**src/rtl/pwm_carrier_gen.sv**
```systemverilog
// Shared PWM carrier counter: up/down sawtooth or triangle, prescaled, shadowed.
// Optional macro CARRIER_SYNC_EN enables sync_in resync of count, prescaler and dir.
module pwm_carrier_gen #(
    parameter int PWMCOUNT_WIDTH = 16,
    parameter int DIVCLK_WIDTH   = 8
) (
    input  logic                      clk,
    input  logic                      reset,
    input  logic                      pwm_onoff,
    input  logic [1:0]                carr_mode,
    input  logic [PWMCOUNT_WIDTH-1:0] period,
    input  logic [PWMCOUNT_WIDTH-1:0] init_phase,
    input  logic [DIVCLK_WIDTH-1:0]   clkdiv,
    input  logic [1:0]                mask_sel,
    input  logic                      sync_in,
    output logic [PWMCOUNT_WIDTH-1:0] carrier,
    output logic                      dir,
    output logic                      zero_evt,
    output logic                      peak_evt,
    output logic                      maskevent
);

    localparam logic [1:0] MODE_UP = 2'b00;
    localparam logic [1:0] MODE_DN = 2'b01;

    typedef enum logic [1:0] {S_OFF, S_START, S_RUN} state_t;

    state_t                    state_q, state_d;
    logic [PWMCOUNT_WIDTH-1:0] carrier_q, carrier_d;
    logic                      dir_q, dir_d;
    logic                      zero_q, zero_d;
    logic                      peak_q, peak_d;
    logic                      mask_q, mask_d;
    logic [DIVCLK_WIDTH-1:0]   presc_q, presc_d;
    logic [PWMCOUNT_WIDTH-1:0] per_sh_q, per_sh_d;
    logic [1:0]                mode_sh_q, mode_sh_d;
    logic [DIVCLK_WIDTH-1:0]   div_sh_q, div_sh_d;
    logic [1:0]                msel_sh_q, msel_sh_d;

    logic [PWMCOUNT_WIDTH-1:0] phase_in, phase_sh, step_val, peak_ref;
    logic                      step_dir, wrap, go_down, tick, sync_act;

    assign carrier   = carrier_q;
    assign dir       = dir_q;
    assign zero_evt  = zero_q;
    assign peak_evt  = peak_q;
    assign maskevent = mask_q;

`ifdef CARRIER_SYNC_EN
    assign sync_act = sync_in;
`else
    assign sync_act = sync_in & 1'b0;
`endif

    assign phase_in = (init_phase > period)   ? period   : init_phase;
    assign phase_sh = (init_phase > per_sh_q) ? per_sh_q : init_phase;
    assign tick     = (presc_q == div_sh_q);

    function automatic logic sel_mask(input logic z, input logic p,
                                      input logic [1:0] s);
        return (s == 2'b00) ? z : (s == 2'b01) ? p : (z | p);
    endfunction

    // Next count/direction on a tick; wrap marks return to cycle start.
    always_comb begin
        step_val = carrier_q;
        step_dir = dir_q;
        wrap     = 1'b0;
        go_down  = 1'b0;
        peak_ref = per_sh_q;
        if (mode_sh_q == MODE_UP) begin
            step_dir = 1'b0;
            if (carrier_q >= per_sh_q) begin
                step_val = '0;
                wrap     = 1'b1;
            end else begin
                step_val = carrier_q + 1'b1;
            end
        end else if (mode_sh_q == MODE_DN) begin
            step_dir = 1'b1;
            if (carrier_q == '0) begin
                // Down cycle restarts at the newly latched period.
                step_val = period;
                peak_ref = period;
                wrap     = 1'b1;
            end else if (carrier_q > per_sh_q) begin
                step_val = per_sh_q;
            end else begin
                step_val = carrier_q - 1'b1;
            end
        end else if (per_sh_q == '0) begin
            step_val = '0;
            step_dir = 1'b0;
            wrap     = 1'b1;
        end else begin
            go_down = dir_q ? (carrier_q != '0) : (carrier_q >= per_sh_q);
            if (go_down) begin
                step_val = (carrier_q > per_sh_q) ? per_sh_q - 1'b1
                                                  : carrier_q - 1'b1;
                step_dir = (step_val != '0);
                wrap     = (step_val == '0);
            end else begin
                step_val = carrier_q + 1'b1;
                step_dir = (step_val == per_sh_q);
            end
        end
    end

    // Control FSM: start/stop, sync, ticked count update and shadow loads.
    always_comb begin
        state_d   = state_q;
        carrier_d = carrier_q;
        dir_d     = dir_q;
        zero_d    = 1'b0;
        peak_d    = 1'b0;
        mask_d    = 1'b0;
        presc_d   = presc_q;
        per_sh_d  = per_sh_q;
        mode_sh_d = mode_sh_q;
        div_sh_d  = div_sh_q;
        msel_sh_d = msel_sh_q;
        unique case (state_q)
            S_OFF: begin
                carrier_d = '0;
                dir_d     = 1'b0;
                presc_d   = '0;
                if (pwm_onoff) begin
                    state_d   = S_START;
                    per_sh_d  = period;
                    mode_sh_d = carr_mode;
                    div_sh_d  = clkdiv;
                    msel_sh_d = mask_sel;
                    carrier_d = phase_in;
                    dir_d     = (carr_mode == MODE_DN);
                    zero_d    = (phase_in == '0);
                    peak_d    = (phase_in == period);
                    mask_d    = 1'b1;
                end
            end
            S_START, S_RUN: begin
                state_d = S_RUN;
                if (!pwm_onoff) begin
                    state_d   = S_OFF;
                    carrier_d = '0;
                    dir_d     = 1'b0;
                    presc_d   = '0;
                end else if (sync_act) begin
                    carrier_d = phase_sh;
                    dir_d     = (mode_sh_q == MODE_DN);
                    presc_d   = '0;
                    zero_d    = (phase_sh == '0);
                    peak_d    = (phase_sh == per_sh_q);
                    mask_d    = sel_mask(zero_d, peak_d, msel_sh_q);
                end else if (tick) begin
                    presc_d   = '0;
                    carrier_d = step_val;
                    dir_d     = wrap ? (carr_mode == MODE_DN) : step_dir;
                    zero_d    = (step_val == '0);
                    peak_d    = (step_val == peak_ref);
                    mask_d    = sel_mask(zero_d, peak_d, msel_sh_q);
                    if (wrap) begin
                        per_sh_d  = period;
                        mode_sh_d = carr_mode;
                        div_sh_d  = clkdiv;
                        msel_sh_d = mask_sel;
                    end
                end else begin
                    presc_d = presc_q + 1'b1;
                end
            end
            default: state_d = S_OFF;
        endcase
    end

    // State and output registers, cleared asynchronously.
    always_ff @(posedge clk or negedge reset) begin
        if (!reset) begin
            state_q   <= S_OFF;
            carrier_q <= '0;
            dir_q     <= 1'b0;
            zero_q    <= 1'b0;
            peak_q    <= 1'b0;
            mask_q    <= 1'b0;
            presc_q   <= '0;
            per_sh_q  <= '0;
            mode_sh_q <= '0;
            div_sh_q  <= '0;
            msel_sh_q <= '0;
        end else begin
            state_q   <= state_d;
            carrier_q <= carrier_d;
            dir_q     <= dir_d;
            zero_q    <= zero_d;
            peak_q    <= peak_d;
            mask_q    <= mask_d;
            presc_q   <= presc_d;
            per_sh_q  <= per_sh_d;
            mode_sh_q <= mode_sh_d;
            div_sh_q  <= div_sh_d;
            msel_sh_q <= msel_sh_d;
        end
    end

endmodule

```
**config.mk**
```make
export PLATFORM = sky130hd
export DESIGN_NAME = pwm_carrier_gen
export DESIGN_NICKNAME = d
export VERILOG_FILES = /design/src/rtl/pwm_carrier_gen.sv
export SDC_FILE = /design/constraint.sdc
export NUM_CORES = 1
export LEC_CHECK = 0
export ABC_AREA = 1
export BUFFER_PORTS_ARGS = -buffer_cell sky130_fd_sc_hd__buf_2
export CORE_ASPECT_RATIO = 1.2
export CORE_MARGIN = 2
export CORE_UTILIZATION = 35
export CTS_CLUSTER_DIAMETER = 120
export CTS_CLUSTER_SIZE = 12
export DETAILED_ROUTE_END_ITERATION = 16
export GPL_TIMING_DRIVEN = 1
export HOLD_SLACK_MARGIN = 0.12
export SLEW_MARGIN = 10
export SYNTH_ARGS = -nofsm -noshare
export SYNTH_HDL_FRONTEND = slang
export SYNTH_SLANG_ARGS = --single-unit
```
**constraint.sdc**
```tcl
create_clock -name clk -period 3.14 [get_ports clk]
set_input_delay 0.157 -clock clk [delete_from_list [all_inputs] [get_ports clk]]
set_output_delay 0.157 -clock clk [all_outputs]
set_load 0.02 [all_outputs]
```
Word-level counts from Yosys, hierarchy flattened --
Cells that the tools add are included. W data, S select, Z words.
Operators by class: add/sub/neg operators 4, reduce and logical (&&, ||, !) cells 14, $lt $le $gt $ge 3, equal/unequal tests 14, bitwise logic cells 1, muxes and demuxes 72
Operators by type and width (count):
- $mux W16 | 19
- $logic_not A16 Y1 | 5
- $pmux W16 S2 | 2
- $eq A16 B16 Y1 | 3
- $mux W8 | 6
- $gt A16 B16 Y1 | 2
- $pmux W8 S2 | 2
- $reduce_bool A16 Y1 | 2
- $sub A16 B1 Y16 const B | 2
- $mux W1 | 26
- $mux W2 | 10
- $add A16 B1 Y16 const B | 1
- $ge A16 B16 Y1 | 1
- $pmux W2 S2 | 3
- $add A8 B1 Y8 const B | 1
- $eq A2 B1 Y1 const B | 4
- $eq A8 B8 Y1 | 1
- $ne A2 B2 Y1 const B | 4
- $pmux W1 S2 | 4
- $logic_not A2 Y1 | 3
- $reduce_and A5 Y1 | 1
- $ne A3 B3 Y1 const B | 1
- $eq A2 B2 Y1 const B | 1
- $reduce_and A2 Y1 | 1
- other kinds (3) | 3
Word-level totals: word-level logic and storage cells 119, input bits 48, output and inout bits 20, register bits 58

Depth between registers and ports, before layout --
Gate-level depths: netlist (run 1).
depth after elaboration 13, depth in mapped cells 29, mapped depth without buffers 28

Least setup slack after synthesis (run 1) --
No wires, ideal clock.
path kind register to register, from register carrier_q[3], in the netlist carrier[3], to register per_sh_q[14], buffers on the path 2, setup time 0.124 ns, required time 3.016 ns, period minus slack after synthesis 2.770 ns, setup slack 0.370 ns, arrival 2.646 ns, stages on the path, launching flop included 24, cells stage by stage dfrtp_1 ha_1 nand2_1 inv_1 nand2_1 nand2_1 nand2_1 nand2_1 nand2_1 nand2_2 nand2_2 buf_4 nand2_1 nand2_1 nand4_1 a21oi_1 nand2_1 o21ai_1 nand2_1 nand2_1 nand2_1 nand2_4 buf_4 o21ai_1
On the way: cells in the longest elaborated chain, start to end 9, elaborated cells between the ends (all ways) 16, classes of those cells 1 x add/sub; 2 x order compare; 1 x eq/ne; 8 x mux; 4 x reduce/logical
Ends and longest elaborated chain:
- start: declaration | RTL line 29 | logic [PWMCOUNT_WIDTH-1:0] carrier_q, carrier_d;
- start signal: assignment | RTL line 191 | carrier_q <= carrier_d;
- $sub A16 B1 Y16 / $gt A16 B16 Y1 (equally long branches) | RTL line 99, 98
- $mux W16 | RTL line 98 | step_val = (carrier_q > per_sh_q) ? per_sh_q - 1'b1
- $logic_not A16 Y1 | RTL line 101 | wrap = (step_val == '0);
- $mux W1 | RTL line 97 | if (go_down) begin
- $mux W1 | RTL line 91 | end else if (per_sh_q == '0) begin
- $mux W1 | RTL line 79 | end else if (mode_sh_q == MODE_DN) begin
- $mux W1 * | RTL line 71 | if (mode_sh_q == MODE_UP) begin
- $ne A2 B2 Y1 (no source line) *
- $reduce_and A5 Y1 (no source line) *
- end signal: assignment | RTL line 197 | per_sh_q <= per_sh_d;
- end: declaration | RTL line 35 | logic [PWMCOUNT_WIDTH-1:0] per_sh_q, per_sh_d;
Every way passes the cells marked *; elsewhere a longest branch is shown, timed or not. A chain may end at the register's enable or synchronous reset.

Worst setup path after layout (run 1) --
from register per_sh_q[5], to register per_sh_q[12]
On the way: cells in the longest elaborated chain, start to end 9, elaborated cells between the ends (all ways) 14, classes of those cells 1 x add/sub; 2 x order compare; 1 x eq/ne; 7 x mux; 3 x reduce/logical
Ends and longest elaborated chain (RTL line):
- $sub A16 B1 Y16 / $gt A16 B16 Y1 (equally long branches) | 98
- $mux W16 | 98
- $logic_not A16 Y1 | 101
- $mux W1 | 97
- $mux W1 | 91
- $mux W1 | 79
- $mux W1 * | 71
- $ne A2 B2 Y1 (no source line) *
- $reduce_and A5 Y1 (no source line) *
Marks and branches as above.

==> run_results.csv, run 1 <==
group,metric,value,unit
cells_and_area,syn2layout_area_growth,37.1,%
route,wl_per_cell,17.7,microns
clock_tree,cts_sinks,58,
global_route,grt_pass1_vias,7830,
clock_tree,cts_buffers,9,
yosys,avgSynthCellArea,6.04,sq um
yosys,ys_types,48,
sta,drv_slew,0,
route,num_vias,8526,
global_route,grt_overflow,0,
cells_and_area,stdcell_count,1628,
sta,hold_slack,0.128,ns
critical_path,cp.arrival,3.40,ns
route,drc,0,
power,p_leak,0.00493,uW
global_route,grt_pass1_wl,42000,microns
sta,hold_violations,0,
sta,setup_viol,27,
sta,fmax,314,MHz
placed_design,hpwl,22700,microns
yosys,ys_seq_area_frac,0.207,
outcome,status,"finished with violations",
critical_path,worstSetupPathType,"reg -> reg",
placed_design,numPlacedInstances,1567,
die,core,0.0196,sq mm
critical_path,crit_path_end_kind,"register",
sta,clock_skew,0.0139,ns
hold_path,hold_path_class,"in -> reg",
power,power.density,1330,mW/mm^2
global_route,antenna_found_initial,0,
yosys,synth_nets,1250,
global_route,grt_usage,0.255,
global_route,grt_max_degree,42,
sta,rsz0062_at_grt,"yes",
yosys,yosysTopAreaCell,"dfrtp_1",
route,wl,28900,microns
clock_tree,cts_tree,"yes",
die,ios,68,
critical_path,cp.required,3.35,ns
power,power,12800,uW
cells_and_area,drive_above_1_share,0.253,
yosys,synth.cell_area,0.00702,sq mm
clock_tree,clk_latency,0.33,ns
placed_design,placed_cell_area,0.00839,sq mm
cells_and_area,nets,1450,
cells_and_area,n_antenna_cell,0,
sta,setup_slack,-0.0452,ns
sta,max_slew_margin,0.556,
die,num_rows,56,
yosys,yosys-top-cells-count,"nand2_1 (355), inv_1 (126), nand3_1 (121)",
critical_path,start_kind,"register",
sta,period_minus_slack,3.19,ns
placed_design,io_buffers,66,
yosys,ys.flop_type,"dfrtp_1",
die,fp.dieH,159,microns
critical_path,path_max_fanout,10,
yosys,ys_async_sr_fraction,1.00,
power,vdd.ir_drop.worst,0.000520,V
flow_run,maxCapViolations,0,
clock_tree,clk_path_buf_depth,2,
yosys,yosysMostFrequentCell,"nand2_1",
sta,min_period_over_period,1.01,
placed_design,routabilityCongestion,0.982,
die,start_util,0.358,
yosys,synthTopCellsByArea,"dfrtp_1 (21%), nand2_1 (19%), nand3_1 (8.6%), ha_1 (7.1%), inv_1 (6.7%)",
yosys,yosysWarnings,0,
die,die_w,133,microns
sta,tightest_slew,0.664,ns
sta,setup_tns,-0.771,ns
die,dieArea,0.0212,sq mm
cells_and_area,stdcell_area,0.00962,sq mm
clock_tree,clk_pin_slew_worst_paths,0.05,ns
route,drtPass1Iterations,6,
yosys,synth_edf_count,0,
route,ant_nets,0,
yosys,ys_ff_latch,58,
clock_tree,htree_levels,3,
route,via_per_inst,5.24,
yosys,synth_cells,1162,
clock_tree,root_buffer,"clkbuf_16",
route,drt_iter0_markers,736,
yosys,synth_top_area_share,0.207,
outcome,failed_checks,"negative setup slack",
layer usage:
metal | part of all wire | GRT usage | up-vias
met4 | 0.031 | 0.0875 | 0
li1 | - | - | 4199
met5 | 0 | 0 | -
met2 | 0.48 | 0.437 | 337
met3 | 0.062 | 0.0232 | 65
met1 | 0.42 | 0.335 | 3925
layout by cell type, fill, tap and decap left out, types with 13 or more instances in the layout:
cell	count
clkbuf_16	15
nand4_1	30
o21ai_0	52
ha_1	33
o21ai_1	26
xor2_1	45
inv_1	121
dlygate4sd3_1	26
a31oi_1	16
a21oi_1	21
nand2_2	27
dfrtp_1	58
nand3_1	119
buf_4	121
nor2_1	101
nand2_1	325
buf_2	66
inv_2	14
o21ai_2	13
report_power, final:
| part | leakage [uW] | internal (uW) | switching [uW] |
|---|---|---|---|
| sequential | 0.000730 | 1090 | 244 |
| combinational | 0.00405 | 4080 | 6420 |
| clock | 0.000149 | 633 | 358 |
flip-flops by register name, indices dropped and copies added (netlist names):
| register | cells |
|---|---|
| div_sh_q | 8 |
| state_q | 2 |
| mode_sh_q | 2 |
| per_sh_q | 16 |
| msel_sh_q | 2 |
| presc_q | 8 |
| carrier | 16 |
| dir | 1 |
| maskevent | 1 |
| peak_evt | 1 |
| zero_evt | 1 |
cell families after synthesis:
logic type	synth area share
adder cells (fa/ha/maj)	0.0713
flip-flops	0.207
buffers and inverters	0.107
XOR/XNOR	0.0599
AO/OA/AOI/OAI	0.128
AND/OR/NAND/NOR	0.427
critical path, stage by stage (launching register included):
cell       delay, ns
dfrtp_1         0.39
inv_2           0.07
ha_4            0.27
nand2_1         0.08
nor2_4          0.12
nor3b_4         0.28
nand2_4         0.15
nand2_8         0.12
clkbuf_16       0.15
nand2_1         0.06
nand2_1         0.11
nand4_1         0.09
nor2_1          0.14
nand2_1         0.11
o21ai_2         0.23
nand2_1         0.12
nand2_2         0.10
nand2_4         0.09
nand2_8         0.13
clkbuf_16       0.19
o21ai_1         0.06
stage by stage:
stage                     utilization  setup WS, ns
after floorplan                     -         0.370
after global placement          0.428       -0.0290
after detailed placement        0.428       -0.0720
after CTS                       0.457       0.00272
after global routing            0.490        -0.150
final                           0.490       -0.0452
timing repair:
action | 4_1_cts | 5_1_grt
cloned | 0 | 10
gates resized for setup | 4 | 107
endpoints found under the hold margin | 42 | 0
endpoints found under the setup margin | 29 | 32
setup buffers | 0 | 9
pin swaps | 0 | 17
hold buffers | 26 | 0
cell type report:
type / instances / area [sq um]
flip-flops and latches: 58 / 1450
inverters: 138 / 524
clock inverters: 5 / 53.8
clock buffers: 11 / 243
well taps: 261 / 327
multi-input cells: 926 / 5230
fillers: 2064 / 10000
repair buffers: 229 / 1800
worst paths after layout:
path	slack (ns)	start	to	cells after the start
hold reg to reg	0.53	div_sh_q[4]	div_sh_q[4]	2
min in group asynchronous	0.35	reset	div_sh_q[5]	2
setup reg to reg	-0.05	per_sh_q[5]	per_sh_q[12]	20
hold / removal	0.13	period[5]	per_sh_q[5]	3
max in group asynchronous	1.89	reset	carrier[6]	3
setup / recovery	-0.05	per_sh_q[5]	per_sh_q[12]	20
(Power assumes the default switching activity.)
==> run 2: changes to the inputs <==
- CTS_BUF_LIST: default -> sky130_fd_sc_hd__clkbuf_8
==> run 2 against run 1 <==
- the run still ends with negative setup slack left
- routed wire length is 0.53% lower
- critical path type unchanged
- critical endpoint is now per_sh_q[3]
- hold slack improved by 0.024 ns
- clock power down 28%
==> run_results.csv, run 2 (synthesis results as in run 1) <==
group,metric,value,unit
sta,setup_tns,-0.591,ns
global_route,grt_pass1_vias,7798,
die,ios,68,
route,drt_iter0_markers,651,
placed_design,routabilityCongestion,0.982,
clock_tree,cts_buffers,9,
critical_path,cp.required,3.42,ns
cells_and_area,n_fill_cell,2088,
sta,drv_slew,0,
critical_path,crit_path_max_incr_delay,0.40,ns
power,power.density,1310,mW/mm^2
die,start_util,0.358,
sta,min_period_over_period,1.02,
global_route,grt_overflow,0,
sta,rsz0062_at_grt,"yes",
hold_path,hold_start,"period[12]",
sta,clock_skew,0.0218,ns
power,combPwrFrac,0.836,
cells_and_area,n_antenna_cell,0,
clock_tree,clk_path_buf_depth,2,
clock_tree,cts_tree,"yes",
sta,period_minus_slack,3.20,ns
critical_path,r2r-start,"per_sh_q[5]",
power,p_clk_frac,0.058,
sta,tightest_slew,0.666,ns
clock_tree,clk_pin_slew_worst_paths,0.08,ns
critical_path,cp.arrival,3.48,ns
sta,fmax,312,MHz
sta,setup_viol,22,
die,dieArea,0.0212,sq mm
clock_tree,cts_sinks,58,
route,num_vias,8492,
die,core,0.0196,sq mm
route,ant_nets,0,
flow_run,maxCapViolations,0,
critical_path,cp_cell_sequence,"inv_2 > ha_4 > nand2_1 > nor2_4 > nor3b_4 > nand2_4 > nand2_8 > buf_12 > nand2_1 > nand2_2 > nand4_1 > nor2_1 > nand2_1 > o21ai_2 > nand2_1 > nand2_2 > nand2_4 > nand2_8 > clkbuf_16 > nand2_1 > o21ai_1",
critical_path,reg2reg_slack,-0.06,ns
power,internal-power,5530,uW
die,num_rows,56,
clock_tree,root_buffer,"clkbuf_8",
outcome,failed_checks,"negative setup slack",
cells_and_area,stdcell_area,0.00949,sq mm
cells_and_area,syn2layout_area_growth,35.2,%
outcome,status,"finished with violations",
sta,hold_violations,0,
die,fp.dieH,159,microns
cells_and_area,drive_above_1_share,0.249,
critical_path,r2r_end,"per_sh_q[3]",
global_route,grt_pass1_wl,41900,microns
critical_path,critical-path-top-delay-family,"simple AND/OR/NAND/NOR gates",
power,vdd.ir_drop.worst,0.000515,V
critical_path,ff2ff_path_depth,21,
global_route,antenna_found_initial,0,
hold_path,worst_hold_path.num_cells,3,
power,p_leak,0.00489,uW
sta,setup_slack,-0.0631,ns
placed_design,io_buffers,66,
critical_path,cp.buffers_inverters,3,
critical_path,worstSetupPathType,"reg -> reg",
global_route,grt_max_degree,42,
route,drtPass1Iterations,7,
power,p_seq_frac,0.106,
hold_path,min_to,"per_sh_q[12]",
placed_design,placed_cell_area,0.00839,sq mm
route,via_per_inst,5.21,
clock_tree,clk_latency,0.36,ns
critical_path,path_max_fanout,6,
cells_and_area,nets,1451,
placed_design,dp_slack,-0.0720,ns
global_route,grt_usage,0.254,
critical_path,crit_slowest_cell,"dfrtp_1",
route,wl_per_cell,17.6,microns
critical_path,crit_path_end_kind,"register",
die,die_w,133,microns
cells_and_area,stdcell_count,1629,
critical_path,path_common_cell,"nand2_1",
sta,max_slew_margin,0.555,
power,switchingPower,6930,uW
cells_and_area,final_cell_mix,"nand2_1 (323), inv_1 (124), nand3_1 (120), buf_4 (120), nor2_1 (102)",
route,drc,0,
route,wl,28700,microns
clock_tree,htree_levels,3,
placed_design,hpwl,22700,microns
placed_design,numPlacedInstances,1567,
power,netSwitchingFraction,0.556,
critical_path,start_kind,"register",
hold_path,hold_path_class,"in -> reg",
cells_and_area,final_common_cell,"nand2_1",
run 2: changes by cell type in the layout (fill, tap and decap cells not counted), sizes merged:
cell         change
clkbuf           -1
clkinv           +1
clkinvlp         -1
dlygate4sd3      +1
inv              +1
run 2: worst reg2reg max path: cells and delay by family, from the launching register on:
family | cells | cell delay [ns]
buffers and inverters | 3 | 0.39
AND/OR/NAND/NOR | 15 | 1.80
AO/OA/AOI/OAI | 2 | 0.27
flip-flops | 1 | 0.40
adder cells (fa/ha/maj) | 1 | 0.27
run 2: what timing repair did:
| action | CTS | global route |
|---|---|---|
| pin swaps | 0 | 14 |
| gates resized for setup | 4 | 90 |
| setup endpoints to repair | 29 | 32 |
| hold buffers | 27 | 0 |
| setup buffers | 0 | 8 |
| cloned | 0 | 11 |
| hold endpoints to repair | 44 | 0 |
run 2: per-stage QoR:
stage               hold slack [ns]  power (uW)   util
finish                        0.151       12500  0.484
detailed placement            0.127       10300  0.428
floorplan                    -0.139        7030      -
CTS                           0.140       11100  0.452
global route                  0.159       13400  0.484
global placement              0.124       10300  0.428
run 2: power by group through the flow:
stage                     Sequential [uW]  Clock [uW]  Combinational, uW
after floorplan                      1530           0               5510
after global placement               1300           0               9010
final                                1320         718              10400
after global routing                 1350         757              11300
after CTS                            1290         726               9080
after detailed placement             1300           0               9000
run 2: how the worst max path moves through the flow:
stage	from	end	slack (ns)	cells past startpoint
after floorplan	carrier[3]	per_sh_q[14]	0.37	23
after CTS	per_sh_q[7]	per_sh_q[7]	0.0001	21
after global routing	per_sh_q[4]	zero_evt	-0.14	20
after global placement	per_sh_q[7]	per_sh_q[5]	-0.03	21
final	per_sh_q[5]	per_sh_q[3]	-0.06	21
after detailed placement	per_sh_q[7]	per_sh_q[5]	-0.07	21
run 2: layout make-up:
cell class / instances / area (sq um) / share of cell area
Sequential cell: 58 / 1450 / 0.153
Inverter: 138 / 520 / 0.0548
Clock buffer: 10 / 138 / 0.0145
Multi-Input combinational cell: 926 / 5190 / 0.546
Tap cell: 261 / 327 / 0.0344
Timing Repair Buffer: 230 / 1810 / 0.191
Clock inverter: 6 / 57.6 / 0.00606
run 2: per-layer routing:
metal / GRT usage / vias to the layer above / wire length, microns
met5: 0 / - / 0
met4: 0.0856 / 0 / 1200
met3: 0.0252 / 68 / 1930
met2: 0.434 / 381 / 13500
met1: 0.335 / 3849 / 12100
li1: - / 4194 / -
==> run 3: changes to the inputs <==
--- a/config.mk
+++ b/config.mk
@@ -9,2 +9,4 @@
 export BUFFER_PORTS_ARGS = -buffer_cell sky130_fd_sc_hd__buf_2
+export CELL_PAD_IN_SITES_DETAIL_PLACEMENT = 1
+export CELL_PAD_IN_SITES_GLOBAL_PLACEMENT = 1
 export CORE_ASPECT_RATIO = 1.2
@@ -18,2 +20,3 @@
 export HOLD_SLACK_MARGIN = 0.12
+export PLACE_DENSITY_LB_ADDON = 0.1
 export SLEW_MARGIN = 10
==> constraint.sdc (replaced) <==
create_clock -name clk -period 3.14 [get_ports clk]
set_input_delay 0.314 -clock clk [delete_from_list [all_inputs] [get_ports clk]]
set_output_delay 0.314 -clock clk [all_outputs]
set_load 0.02 [all_outputs]
==> run 3 against run 2 <==
- the flow still finishes with violations (negative setup slack)
- critical path type unchanged
- largest cell class unchanged
- die area stayed put
- total power increased by 9.6%
- utilization grew 0.72 points
- flip-flop and latch count is the same
- register-to-register slack barely moved
- largest power group unchanged
- worst setup slack improved by 0.015 ns
- clock-buffer cell count is the same
==> run_results.csv, run 3 (synthesis results as in run 1) <==
group,metric,value,unit
route,num_vias,8735,
route,met3_wirelength,1210,microns
cells_and_area,final_common_cell,"nand2_1",
sta,fmax,314,MHz
placed_design,hpwl,25800,microns
cells_and_area,stdcell_count,1637,
die,die_w,133,microns
die,core,0.0196,sq mm
clock_tree,cts_tree,"yes",
clock_tree,clk_pin_slew_worst_paths,0.08,ns
global_route,grt_pass1_vias,8809,
sta,setup_viol,13,
outcome,failed_checks,"negative setup slack",
critical_path,crit_path_end_kind,"register",
sta,min_period_over_period,1.02,
clock_tree,clk_path_buf_depth,2,
placed_design,numPlacedInstances,1587,
die,dieArea,0.0212,sq mm
sta,hold_violations,0,
clock_tree,clk_latency,0.36,ns
sta,hold_slack,0.115,ns
global_route,grt_overflow,0,
global_route,grt_usage,0.295,
die,start_util,0.358,
placed_design,dp_slack,-0.0839,ns
sta,tightest_slew,0.972,ns
sta,clock_skew,0.0142,ns
route,wl_per_cell,20.0,microns
sta,drv_slew,0,
power,p_leak,0.00496,uW
die,fp.dieH,159,microns
cells_and_area,syn2layout_area_growth,37.2,%
clock_tree,cts_hold_buffers,0,
die,ios,68,
global_route,antenna_found_initial,0,
flow_run,maxCapViolations,0,
sta,rsz0062_at_grt,"yes",
clock_tree,htree_levels,3,
route,drt-met1-wl,14400,microns
route,dr_wl_met2,15800,microns
critical_path,cp.required,3.37,ns
route,ant_nets,0,
power,power.density,1420,mW/mm^2
clock_tree,cts_buffers,9,
cells_and_area,n_antenna_cell,0,
global_route,grt_max_degree,38,
critical_path,start_kind,"register",
sta,period_minus_slack,3.19,ns
clock_tree,root_buffer,"clkbuf_8",
critical_path,r2r-start,"per_sh_q[11]",
global_route,grt_pass1_wl,48600,microns
sta,max_slew_margin,0.352,
placed_design,routabilityCongestion,0.918,
placed_design,io_buffers,66,
route,wl,32700,microns
critical_path,cp.arrival,3.42,ns
outcome,status,"finished with violations",
route,dr.max_layer_used,"met4",
route,drc,0,
clock_tree,cts_sinks,58,
sta,setup_slack,-0.0481,ns
die,num_rows,56,
cells_and_area,nets,1459,
critical_path,crit_path_start,"per_sh_q[11]",
route,via_per_inst,5.34,
power,vdd.ir_drop.worst,0.000513,V
critical_path,worstSetupPathType,"reg -> reg",
cells_and_area,final_cell_mix,"nand2_1 (321), buf_4 (151), inv_1 (121), nand3_1 (103), nor2_1 (100)",
route,drtPass1Iterations,5,
critical_path,path_max_fanout,8,
hold_path,hold_path_class,"in -> async",
cells_and_area,drive_above_1_share,0.286,
route,drt_iter0_markers,528,
[run 3: changes by cell type in the layout (fill, tap and decap cells not counted), sizes merged]
cell,previous run,this run
buf,197,233
bufinv,1,2
clkbuf,16,14
clkinv,6,4
clkinvlp,0,1
dlygate4sd3,27,0
nand2,363,364
[run 3: timing repair]
action	in CTS	in global routing
endpoints found under the setup margin	31	32
endpoints found under the hold margin	0	0
cloned	1	5
buffers inserted	2	26
pin swaps	4	34
gates resized for setup	14	109
[run 3: final timing paths]
path	endpoint	slack (ns)	cells after the start
setup / recovery	per_sh_q[3]	-0.05	20
hold / removal	peak_evt	0.11	1
setup reg to reg	per_sh_q[3]	-0.05	20
hold reg to reg	div_sh_q[0]	0.53	2
max in group asynchronous	per_sh_q[0]	2.24	2
min in group clk	div_sh_q[1]	0.14	3
[run 3: per-stage QoR]
| step | util | TNS, ns | instance area [sq um] | power, uW |
|---|---|---|---|---|
| floorplan | - | 0 | 7020 | 7030 |
| global placement | 0.437 | -0.272 | 8560 | 10700 |
| detailed placement | 0.437 | -1.31 | 8560 | 10900 |
| CTS | 0.453 | 0 | 8880 | 12000 |
| global route | 0.491 | -3.76 | 9630 | 14700 |
| finish | 0.491 | -0.370 | 9630 | 13700 |
[run 3: worst max-delay path, stage by stage, from the launching register on]
cell and delay, ns:
dfrtp_1 0.41, inv_2 0.08, ha_4 0.20, a21oi_1 0.16
nand2_1 0.12, a21oi_4 0.27, nand2_4 0.12, nand2_4 0.11
buf_6 0.13, nand2_1 0.08, nand2_1 0.12, nand4_1 0.12
nor2_2 0.16, nand2_1 0.09, o21ai_2 0.20, nand2_1 0.11
nand2_2 0.10, nand2_4 0.07, nand2_8 0.13, clkbuf_16 0.19
o21ai_1 0.07
[run 3: final cells by class]
type,instances,area (sq um)
Inverter,138,520
Clock buffer,10,138
Sequential cell,58,1450
Timing Repair Buffer,237,1820
Clock inverter,6,90.1
Tap cell,261,327
Multi-Input combinational cell,927,5290
Fill cell,2641,9990
[run 3: report_power, final]
part           internal (uW)  total [uW]  switching (uW)
Sequential              1080        1350             261
Clock                    470         825             355
Combinational           4520       11500            6960
[run 3: per-layer routing]
layer / up-vias / global-route usage
li1: 4206 / -
met2: 215 / 0.506
met1: 4244 / 0.385
met3: 70 / 0.0229
met5: - / 0
met4: 0 / 0.114
